==> config.mk <==
export PLATFORM = sky130hd
export DESIGN_NAME = alu_op_sequencer
export DESIGN_NICKNAME = d
export VERILOG_FILES = /design/src/rtl/alu_pkg.sv /design/src/rtl/sat_counter.sv /design/src/rtl/alu_op_sequencer.sv
export SDC_FILE = /design/constraint.sdc
export NUM_CORES = 1
export LEC_CHECK = 0
export CAP_MARGIN = 15
export CORE_MARGIN = 4
export CORE_UTILIZATION = 46
export DETAILED_ROUTE_END_ITERATION = 16
export PLACE_DENSITY = 0.85
export SYNTH_ARGS = -nofsm -noshare
export SYNTH_HDL_FRONTEND = slang
export SYNTH_SLANG_ARGS = --single-unit
==> constraint.sdc <==
create_clock -name clk -period 3.9 [get_ports clk]
set_clock_uncertainty 0.2 [all_clocks]
set_input_delay 1.17 -clock clk [delete_from_list [all_inputs] [get_ports clk]]
set_output_delay 1.17 -clock clk [all_outputs]
set_load 0.01 [all_outputs]
==> src/rtl/alu_pkg.sv <==
// Shared ALU opcode constants, illegal-opcode predicate and sequencer state enum.
package alu_pkg;

  localparam int OP_W = 4;

  localparam logic [OP_W-1:0] OP_ADD = 4'd0;
  localparam logic [OP_W-1:0] OP_SUB = 4'd1;
  localparam logic [OP_W-1:0] OP_AND = 4'd2;
  localparam logic [OP_W-1:0] OP_OR  = 4'd3;
  localparam logic [OP_W-1:0] OP_XOR = 4'd4;
  localparam logic [OP_W-1:0] OP_SLL = 4'd5;
  localparam logic [OP_W-1:0] OP_SRL = 4'd6;

  typedef enum logic [1:0] {
    ST_IDLE  = 2'd0,
    ST_ISSUE = 2'd1,
    ST_RESP  = 2'd2
  } seq_state_e;

  function automatic logic op_illegal(input logic [OP_W-1:0] op);
    return op > OP_SRL;
  endfunction

endpackage

==> src/rtl/sat_counter.sv <==
// Event counter that saturates at all-ones; synchronous clear overrides increment.
module sat_counter #(
  parameter int CNT_W = 16
) (
  input  logic             clk,
  input  logic             rst_n,
  input  logic             inc,
  input  logic             clr,
  output logic [CNT_W-1:0] cnt
);

  logic [CNT_W-1:0] cnt_q, cnt_d;

  always_comb begin
    cnt_d = cnt_q;
    if (clr) begin
      cnt_d = '0;
    end else if (inc && (cnt_q != {CNT_W{1'b1}})) begin
      cnt_d = cnt_q + 1'b1;
    end
  end

  always_ff @(posedge clk or negedge rst_n) begin
    if (!rst_n) begin
      cnt_q <= '0;
    end else begin
      cnt_q <= cnt_d;
    end
  end

  assign cnt = cnt_q;

endmodule

==> src/rtl/alu_op_sequencer.sv <==
// Issues one command at a time to an external combinational ALU, waits for it to
// settle, captures the result and holds it until the consumer takes it.
module alu_op_sequencer
  import alu_pkg::*;
#(
  parameter int SETTLE_CYCLES = 1,
  parameter int CNT_W         = 16
) (
  input  logic             clk,
  input  logic             rst_n,
  input  logic             cmd_valid,
  output logic             cmd_ready,
  input  logic [31:0]      cmd_a,
  input  logic [31:0]      cmd_b,
  input  logic [3:0]       cmd_op,
  output logic [31:0]      alu_a,
  output logic [31:0]      alu_b,
  output logic [3:0]       alu_op,
  input  logic [31:0]      alu_result,
  input  logic             alu_zero,
  output logic             rsp_valid,
  input  logic             rsp_ready,
  output logic [31:0]      rsp_result,
  output logic             rsp_zero,
  output logic             rsp_err,
  input  logic             cnt_clr,
  output logic [CNT_W-1:0] op_cnt,
  output logic [CNT_W-1:0] err_cnt
);

  localparam logic [3:0] SETTLE_LAST = 4'(SETTLE_CYCLES - 1);

  seq_state_e  state_q, state_d;
  logic [3:0]  settle_q, settle_d;
  logic [31:0] alu_a_q, alu_a_d;
  logic [31:0] alu_b_q, alu_b_d;
  logic [3:0]  alu_op_q, alu_op_d;
  logic [31:0] rsp_result_q, rsp_result_d;
  logic        rsp_zero_q, rsp_zero_d;
  logic        rsp_err_q, rsp_err_d;
  logic        rsp_hs;

  always_comb begin
    state_d      = state_q;
    settle_d     = settle_q;
    alu_a_d      = alu_a_q;
    alu_b_d      = alu_b_q;
    alu_op_d     = alu_op_q;
    rsp_result_d = rsp_result_q;
    rsp_zero_d   = rsp_zero_q;
    rsp_err_d    = rsp_err_q;
    case (state_q)
      ST_IDLE: begin
        if (cmd_valid) begin
          if (op_illegal(cmd_op)) begin
            // Illegal ops never reach the ALU; answer immediately with an error.
            rsp_result_d = '0;
            rsp_zero_d   = 1'b1;
            rsp_err_d    = 1'b1;
            state_d      = ST_RESP;
          end else begin
            alu_a_d  = cmd_a;
            alu_b_d  = cmd_b;
            alu_op_d = cmd_op;
            settle_d = '0;
            state_d  = ST_ISSUE;
          end
        end
      end
      ST_ISSUE: begin
        if (settle_q == SETTLE_LAST) begin
          rsp_result_d = alu_result;
          rsp_zero_d   = alu_zero;
          rsp_err_d    = 1'b0;
          state_d      = ST_RESP;
        end else begin
          settle_d = settle_q + 4'd1;
        end
      end
      ST_RESP: begin
        if (rsp_ready) begin
          state_d = ST_IDLE;
        end
      end
      default: state_d = ST_IDLE;
    endcase
  end

  always_ff @(posedge clk or negedge rst_n) begin
    if (!rst_n) begin
      state_q      <= ST_IDLE;
      settle_q     <= '0;
      alu_a_q      <= '0;
      alu_b_q      <= '0;
      alu_op_q     <= '0;
      rsp_result_q <= '0;
      rsp_zero_q   <= 1'b0;
      rsp_err_q    <= 1'b0;
    end else begin
      state_q      <= state_d;
      settle_q     <= settle_d;
      alu_a_q      <= alu_a_d;
      alu_b_q      <= alu_b_d;
      alu_op_q     <= alu_op_d;
      rsp_result_q <= rsp_result_d;
      rsp_zero_q   <= rsp_zero_d;
      rsp_err_q    <= rsp_err_d;
    end
  end

  assign cmd_ready  = (state_q == ST_IDLE);
  assign rsp_valid  = (state_q == ST_RESP);
  assign alu_a      = alu_a_q;
  assign alu_b      = alu_b_q;
  assign alu_op     = alu_op_q;
  assign rsp_result = rsp_result_q;
  assign rsp_zero   = rsp_zero_q;
  assign rsp_err    = rsp_err_q;
  assign rsp_hs     = rsp_valid && rsp_ready;

  sat_counter #(.CNT_W(CNT_W)) u_op_cnt (
    .clk   (clk),
    .rst_n (rst_n),
    .inc   (rsp_hs),
    .clr   (cnt_clr),
    .cnt   (op_cnt)
  );

  sat_counter #(.CNT_W(CNT_W)) u_err_cnt (
    .clk   (clk),
    .rst_n (rst_n),
    .inc   (rsp_hs && rsp_err_q),
    .clr   (cnt_clr),
    .cnt   (err_cnt)
  );

endmodule

==> metrics.md, run 1 <==
| Metric | Value |
|---|---|
| Outcome | complete, no violations |
| Syn avg cell area | 13.4 sq um |
| Die ar. | 0.0146 sq mm |
| Sequential area share after synthesis | about three fifths |
| WS Path Type | reg2out |
| Yosys cell types | 48 |
| DRT antenna net count | 0 |
| I/O pin cnt | ~240 |
| Final setup TNS | 0 ns |
| Root Buffer | clkbuf_16 |
| GRT busiest layer | met2 |
| Number of flops mapped to enable cells by yosys | 0 |
| Nets | 795 |
| Finish-stage setup viols | 0 |
| HP Class | reg2reg |
| Leak | ~3.8 nW |
| Slew margin rel. | around 57% |
| Global-route wire length before repair | ~25000 um |
| Ys flop type | dfrtp_1 |
| Pre-Repair DR Iteration Count | 4 |
| GP Congestion | ~0.84 |
| Post-Layout Cell Count | about 870 |
| CP Launch Point | state_q[0] |
| Fin Hold WS | 0.286 ns |
| Reg2Reg Setup Slack | roughly 1.7 ns |
| Post-route cell area | a little over 0.009 sq mm |
| Drc violations | 0 |
| R2r worst-path depth | 6 |
| Worst skew pair latency | about 0.42 ns |
| WL/cell | around 18 um |
| Hold path depth | 1 |
| Routing usage on met1 | between 20 and 25% |
| Post-synthesis net count | roughly 550 |
| Horiz. Die Dim | approximately 120 um |
| Row Count | 40 |
| Cell count after synthesis | 439 |
| Final Hold Viols | 0 |
| I/O Buffers | approximately 240 |
| Antenna violations before repair | 0 |
| Largest net degree at the start of global routing | between 60 and 70 |
| Worst Setup Start Kind | flop |
| Layout cells sized above 1 | between 10% and 20% |
| Initial Utilization | between 40 and 50% |
| Setup repair bufs after CTS | 0 |
| CP Data Required Time | 2.53 ns |
| Gr ovfl total | 0 |
| Post-layout min period | between 3 and 4 ns |
| CTS tree | yes |
| CTS clock-pin slew for the worst setup and hold paths | ~0.060 ns |
| Syn. warnings | 0 |
| HPWL Detailed | 11500 um |
| Post-cts sizing count | 0 |
| Crit path capture | cmd_ready |
| Post-synthesis register bit count | 140 |
| P per Cell Area | roughly 700 mW/mm^2 |
| Hold buffer count at CTS | 0 |
| Final period util | around 81% |
| R2r endpoint | u_op_cnt.cnt[0] |
| M3 GR Usage | between 7 and 8% |
| Area grow syn2layout | 54.4% |
| Pins Over Slew Limit | 0 |
| H-tree levels | 4 |
| GRT Total Usage | 21.7% |
| CP Data Arrival Time | around 1.8 ns |
| Peak VDD IR | about 460 uV |
| Asr flop ratio synth | 100% |
| RSZ-0062 raised after global routing | false |
| Cell Area, Placed | ~0.0085 sq mm |
| Placeable core area | roughly 0.012 sq mm |
| TritonCTS Sinks | between 100 and 150 |
| Routed wire length | approximately 16000 um |
| Clock tree buffer depth | 2 |
| Fmax achieved | 316 MHz |
| Worst Setup End Kind | output pin |
| Placed cells | ~830 |
| Max-Cap Viols | 0 |
| Met2 Use GR | around 37% |
| Maximum fanout along the worst path | 7 |
| Post-detailed-route via-to-cell ratio | around 5.2 |
| Die Ht | between 100 and 150 um |
| Cts bufs inserted | 17 |
| Mapped Area | a little under 0.006 sq mm |
| Slew @ Worst Pin | roughly 0.64 ns |
| Vias after detailed routing | approximately 4500 |
| Vias in the first global route | between 4000 and 5000 |
| Reg-to-reg startpoint | u_op_cnt.cnt[0] |
| DRT iter0 DRCs | 281 |
| N_diodes | 0 |
## critical path: stages (launching register included)
cell and delay [ns]:
dfrtp_1 0.45, nor2_1 0.30, clkdlybuf4s50_1 0.63
## routing by layer
layer | vias to the layer above | share of wire [%]
li1 | 2077 | -
met3 | 28 | 6.0
met2 | 146 | 53
met4 | 0 | 2.3
met5 | - | 0
met1 | 2245 | 39
## state kept, by name (all words and copies together), names as in the netlist
| signal | count |
|---|---|
| alu_op | 4 |
| rsp_err | 1 |
| state_q | 2 |
| rsp_result | 32 |
| alu_b | 32 |
| u_op_cnt.cnt | 16 |
| alu_a | 32 |
| u_err_cnt.cnt | 16 |
| settle_q | 4 |
| rsp_zero | 1 |
## where the power goes
group	switching (W)	internal [W]	total, W
logic	0.000956	0.00145	0.00241
clock network	0.000665	0.000901	0.00157
registers	0.000326	0.00198	0.00231
total	0.00195	0.00433	0.00628
## cell usage in the layout, fill, tap and decap left out, types with 3 or more instances in the layout
| cell type | Yosys | layout |
|---|---|---|
| clkdlybuf4s50_1 | 0 | 240 |
| dfrtp_1 | 140 | 140 |
| mux2_2 | 67 | 67 |
| nor2_1 | 37 | 37 |
| a22o_1 | 33 | 33 |
| xnor2_1 | 17 | 17 |
| clkbuf_16 | 0 | 17 |
| a21oi_1 | 11 | 11 |
| inv_1 | 10 | 10 |
| nand2_1 | 10 | 10 |
| nand3_1 | 9 | 8 |
| nor3_1 | 7 | 7 |
| xor2_1 | 7 | 7 |
| or3_1 | 6 | 6 |
| inv_6 | 0 | 6 |
| nor4_1 | 5 | 5 |
| o21ai_0 | 4 | 4 |
| nand4_1 | 4 | 4 |
| nor4_2 | 4 | 4 |
| ha_1 | 4 | 4 |
| clkinv_4 | 0 | 4 |
| buf_4 | 0 | 4 |
| a31oi_1 | 3 | 3 |
| mux2i_1 | 3 | 3 |
| o211ai_1 | 3 | 3 |
| nor3_2 | 3 | 3 |
| a211oi_1 | 3 | 3 |
## cell usage after synthesis (2+ instances only)
cell type,number,share of area [%]
dfrtp_1,140,60
mux2_2,67,13
nor2_1,37,2.4
a22o_1,33,4.9
xnor2_1,17,2.5
buf_2,13,1.1
a21oi_1,11,0.94
inv_1,10,0.64
nand2_1,10,0.64
nand3_1,9,0.77
nor3_1,7,0.60
xor2_1,7,1.0
or3_1,6,0.64
clkbuf_1,5,0.32
nor4_1,5,0.53
ha_1,4,0.85
nand4_1,4,0.43
nor4_2,4,0.85
o21ai_0,4,0.34
a211oi_1,3,0.38
a31oi_1,3,0.32
mux2i_1,3,0.51
nor3_2,3,0.51
o211ai_1,3,0.38
a31o_2,2,0.30
nand2b_1,2,0.21
nand3_2,2,0.34
nand4_4,2,0.73
nor4b_2,2,0.51
o2111ai_1,2,0.30
o21a_1,2,0.26
## per-stage QoR
step,power (W),utilization (%),worst slack (ns)
floorplan,0.00330,-,1.40
global placement,0.00465,69.1,0.695
detailed placement,0.00474,69.1,0.656
CTS,0.00635,73.8,0.698
global route,0.00659,73.8,0.670
finish,0.00628,73.8,0.739
## worst min path at each step
stage	startpoint	to	slack, ns
2_1_floorplan	settle_q[0]	settle_q[0]	0.29
3_3_place_gp	alu_op[3]	alu_op[3]	0.27
3_5_place_dp	alu_op[3]	alu_op[3]	0.27
4_1_cts	alu_op[3]	alu_op[3]	0.29
5_1_grt	alu_op[3]	alu_op[3]	0.30
6_report	alu_op[3]	alu_op[3]	0.29
## layout make-up
class | instances | area (sq um)
timing repair buffer | 247 | 2480
clock inverter | 15 | 155
clock buffer | 17 | 425
fill | 826 | 3210
sequential | 140 | 3500
multi-input combinational | 269 | 2240
tap | 168 | 210
inverter | 10 | 37.5
## cells by family (layout without fill, tap and decap cells)
group                      count (synthesis)  after routing  synth area share, %
adders and majority gates                  4              4                0.853
and+or+nand+nor                          104            104                 11.3
AOI/OAI and AO/OA                         67             67                 8.81
muxes                                     70             70                 13.4
buffers and inverters                     30            289                 2.33
DFF                                      140            140                 59.7
xor gates and xnor gates                  24             24                 3.58
Power figures use the tool's default switching activity.
==> run 2: changes to the inputs <==
- CORE_UTILIZATION: 46 -> 43
- PLACE_DENSITY: 0.85 -> 0.8
- clock period: 3.9 -> 3.2 ns (I/O delays scaled with it)
==> metrics.md, run 2 (synthesis gave the netlist of run 1 again) <==
| Metric | Value |
|---|---|
| Slowest-stage cell, CP | clkdlybuf4s50_1 |
| Global-route wire length before repair | ~26000 um |
| CTS tree | yes |
| CP Data Arrival Time | between 1.5 and 2 ns |
| Horiz. Die Dim | 125 um |
| Reg2Reg Setup Slack | between 1 and 1.5 ns |
| Max-Cap Viols | 0 |
| Nets | about 800 |
| Post-Layout Cell Count | around 880 |
| Post-detailed-route via-to-cell ratio | 5.13 |
| Outcome | complete, no violations |
| DRT antenna net count | 0 |
| I/O pin cnt | 242 |
| GP Congestion | approximately 0.87 |
| WS Path Type | reg2out |
| Placeable core area | approximately 0.013 sq mm |
| N_diodes | 0 |
| HP Class | in2async |
| Clock tree buffer depth | 2 |
| Root Buffer | clkbuf_16 |
| Slew margin rel. | between 60% and 70% |
| Commonest non-fill, non-tap cell in the layout | clkdlybuf4s50_1 |
| Vias in the first global route | between 4000 and 5000 |
| Die Ht | around 120 um |
| Area grow syn2layout | 55.2% |
| Hold buffer count at CTS | 0 |
| Cts bufs inserted | 17 |
| Post-layout min period | a little under 3 ns |
| Initial Utilization | between 40% and 50% |
| Finish-stage setup viols | 0 |
| Largest net degree at the start of global routing | 60 |
| HPWL Detailed | 12000 um |
| Drc violations | 0 |
| Pre-Repair DR Iteration Count | 4 |
| Vias after detailed routing | around 4500 |
| Final setup TNS | 0 ns |
| CP Data Required Time | a little over 2 ns |
| WL/cell | 18.2 um |
| Setup WS pre-CTS | approximately 0.22 ns |
| Largest stage delay on the critical path | between 0.6 and 0.7 ns |
| Layout cells sized above 1 | a little under a fifth |
| DRT iter0 DRCs | 252 |
| Fmax achieved | 340 MHz |
| CP Cell Sequence | nor2_1 > clkdlybuf4s50_1 |
| Final Hold Viols | 0 |
| Worst Setup End Kind | output pin |
| Placed cells | approximately 850 |
| Gr ovfl total | 0 |
| Maximum fanout along the worst path | 7 |
| Final period util | between 90% and 100% |
| TritonCTS Sinks | 140 |
| P per Cell Area | 839 mW/mm^2 |
| Pins Over Slew Limit | 0 |
| GRT Total Usage | 21.0% |
| Slew @ Worst Pin | ~0.57 ns |
| Row Count | 42 |
| Antenna violations before repair | 0 |
| Leak | ~3.8 nW |
| PnR worst setup slack | approximately 0.26 ns |
| Worst Setup Start Kind | flop |
| Setup repair bufs after CTS | 0 |
| Routed wire length | 16000 um |
| Post-cts sizing count | 0 |
| Commonest non-fill, non-tap cells in the layout | clkdlybuf4s50_1 (240), dfrtp_1 (140), mux2_2 (67), nor2_1 (37), a22o_1 (33) |
| Worst skew pair latency | roughly 0.4 ns |
| CTS clock-pin slew for the worst setup and hold paths | approximately 0.05 ns |
| H-tree levels | 4 |
| I/O Buffers | between 200 and 250 |
| Die ar. | about 0.016 sq mm |
| Peak VDD IR | roughly 570 uV |
| RSZ-0062 raised after global routing | false |
## run 2: through the flow
| step | area (sq um) | hold WS, ns | util, % | power (W) |
|---|---|---|---|---|
| after global placement | 8540 | 0.272 | 64.2 | 0.00571 |
| after detailed placement | 8540 | 0.270 | 64.2 | 0.00581 |
| after global routing | 9100 | 0.280 | 68.5 | 0.00803 |
| final | 9100 | 0.270 | 68.5 | 0.00764 |
| after CTS | 9100 | 0.266 | 68.5 | 0.00773 |
| after floorplan | 5860 | 0.288 | - | 0.00402 |
## run 2: worst paths after layout
| kind | cells past startpoint | endpoint | startpoint |
|---|---|---|---|
| min in group clk | 1 | alu_b[28] | alu_b[28] |
| setup / recovery | 2 | cmd_ready | state_q[0] |
| hold / removal | 1 | rsp_result[3] | rst_n |
| max in group asynchronous | 2 | alu_b[29] | rst_n |
| setup reg to reg | 6 | u_op_cnt.cnt[8] | u_op_cnt.cnt[0] |
| hold reg to reg | 1 | alu_b[28] | alu_b[28] |
## run 2: critical path, delay by kind of cell, from the launching register on
family / cells / cell delay (ns)
DFF: 1 / 0.45
and+or+nand+nor: 1 / 0.29
buffers and inverters: 1 / 0.63
## run 2: metal layers
metal / wire (um) / up-vias / track usage, %
met5: 0 / - / 0
met4: 434 / 0 / 9.28
met3: 987 / 34 / 6.95
met2: 8350 / 180 / 36.0
met1: 6210 / 2205 / 23.7
li1: - / 2076 / -
## run 2: layout make-up
class                           instances  area (sq um)
Clock buffer                           22           474
Clock inverter                          8          92.6
Fill cell                             971          4190
Inverter                               10          37.5
Multi-Input combinational cell        269          2240
Sequential cell                       140          3500
Tap cell                              176           220
Timing Repair Buffer                  251          2540
## run 2: power breakdown
group	leakage [nW]	internal, W	total, W	switching (W)
Sequential	1.79	0.00242	0.00282	0.000399
Combinational	1.73	0.00178	0.00293	0.00115
Clock	0.281	0.00119	0.00189	0.000695
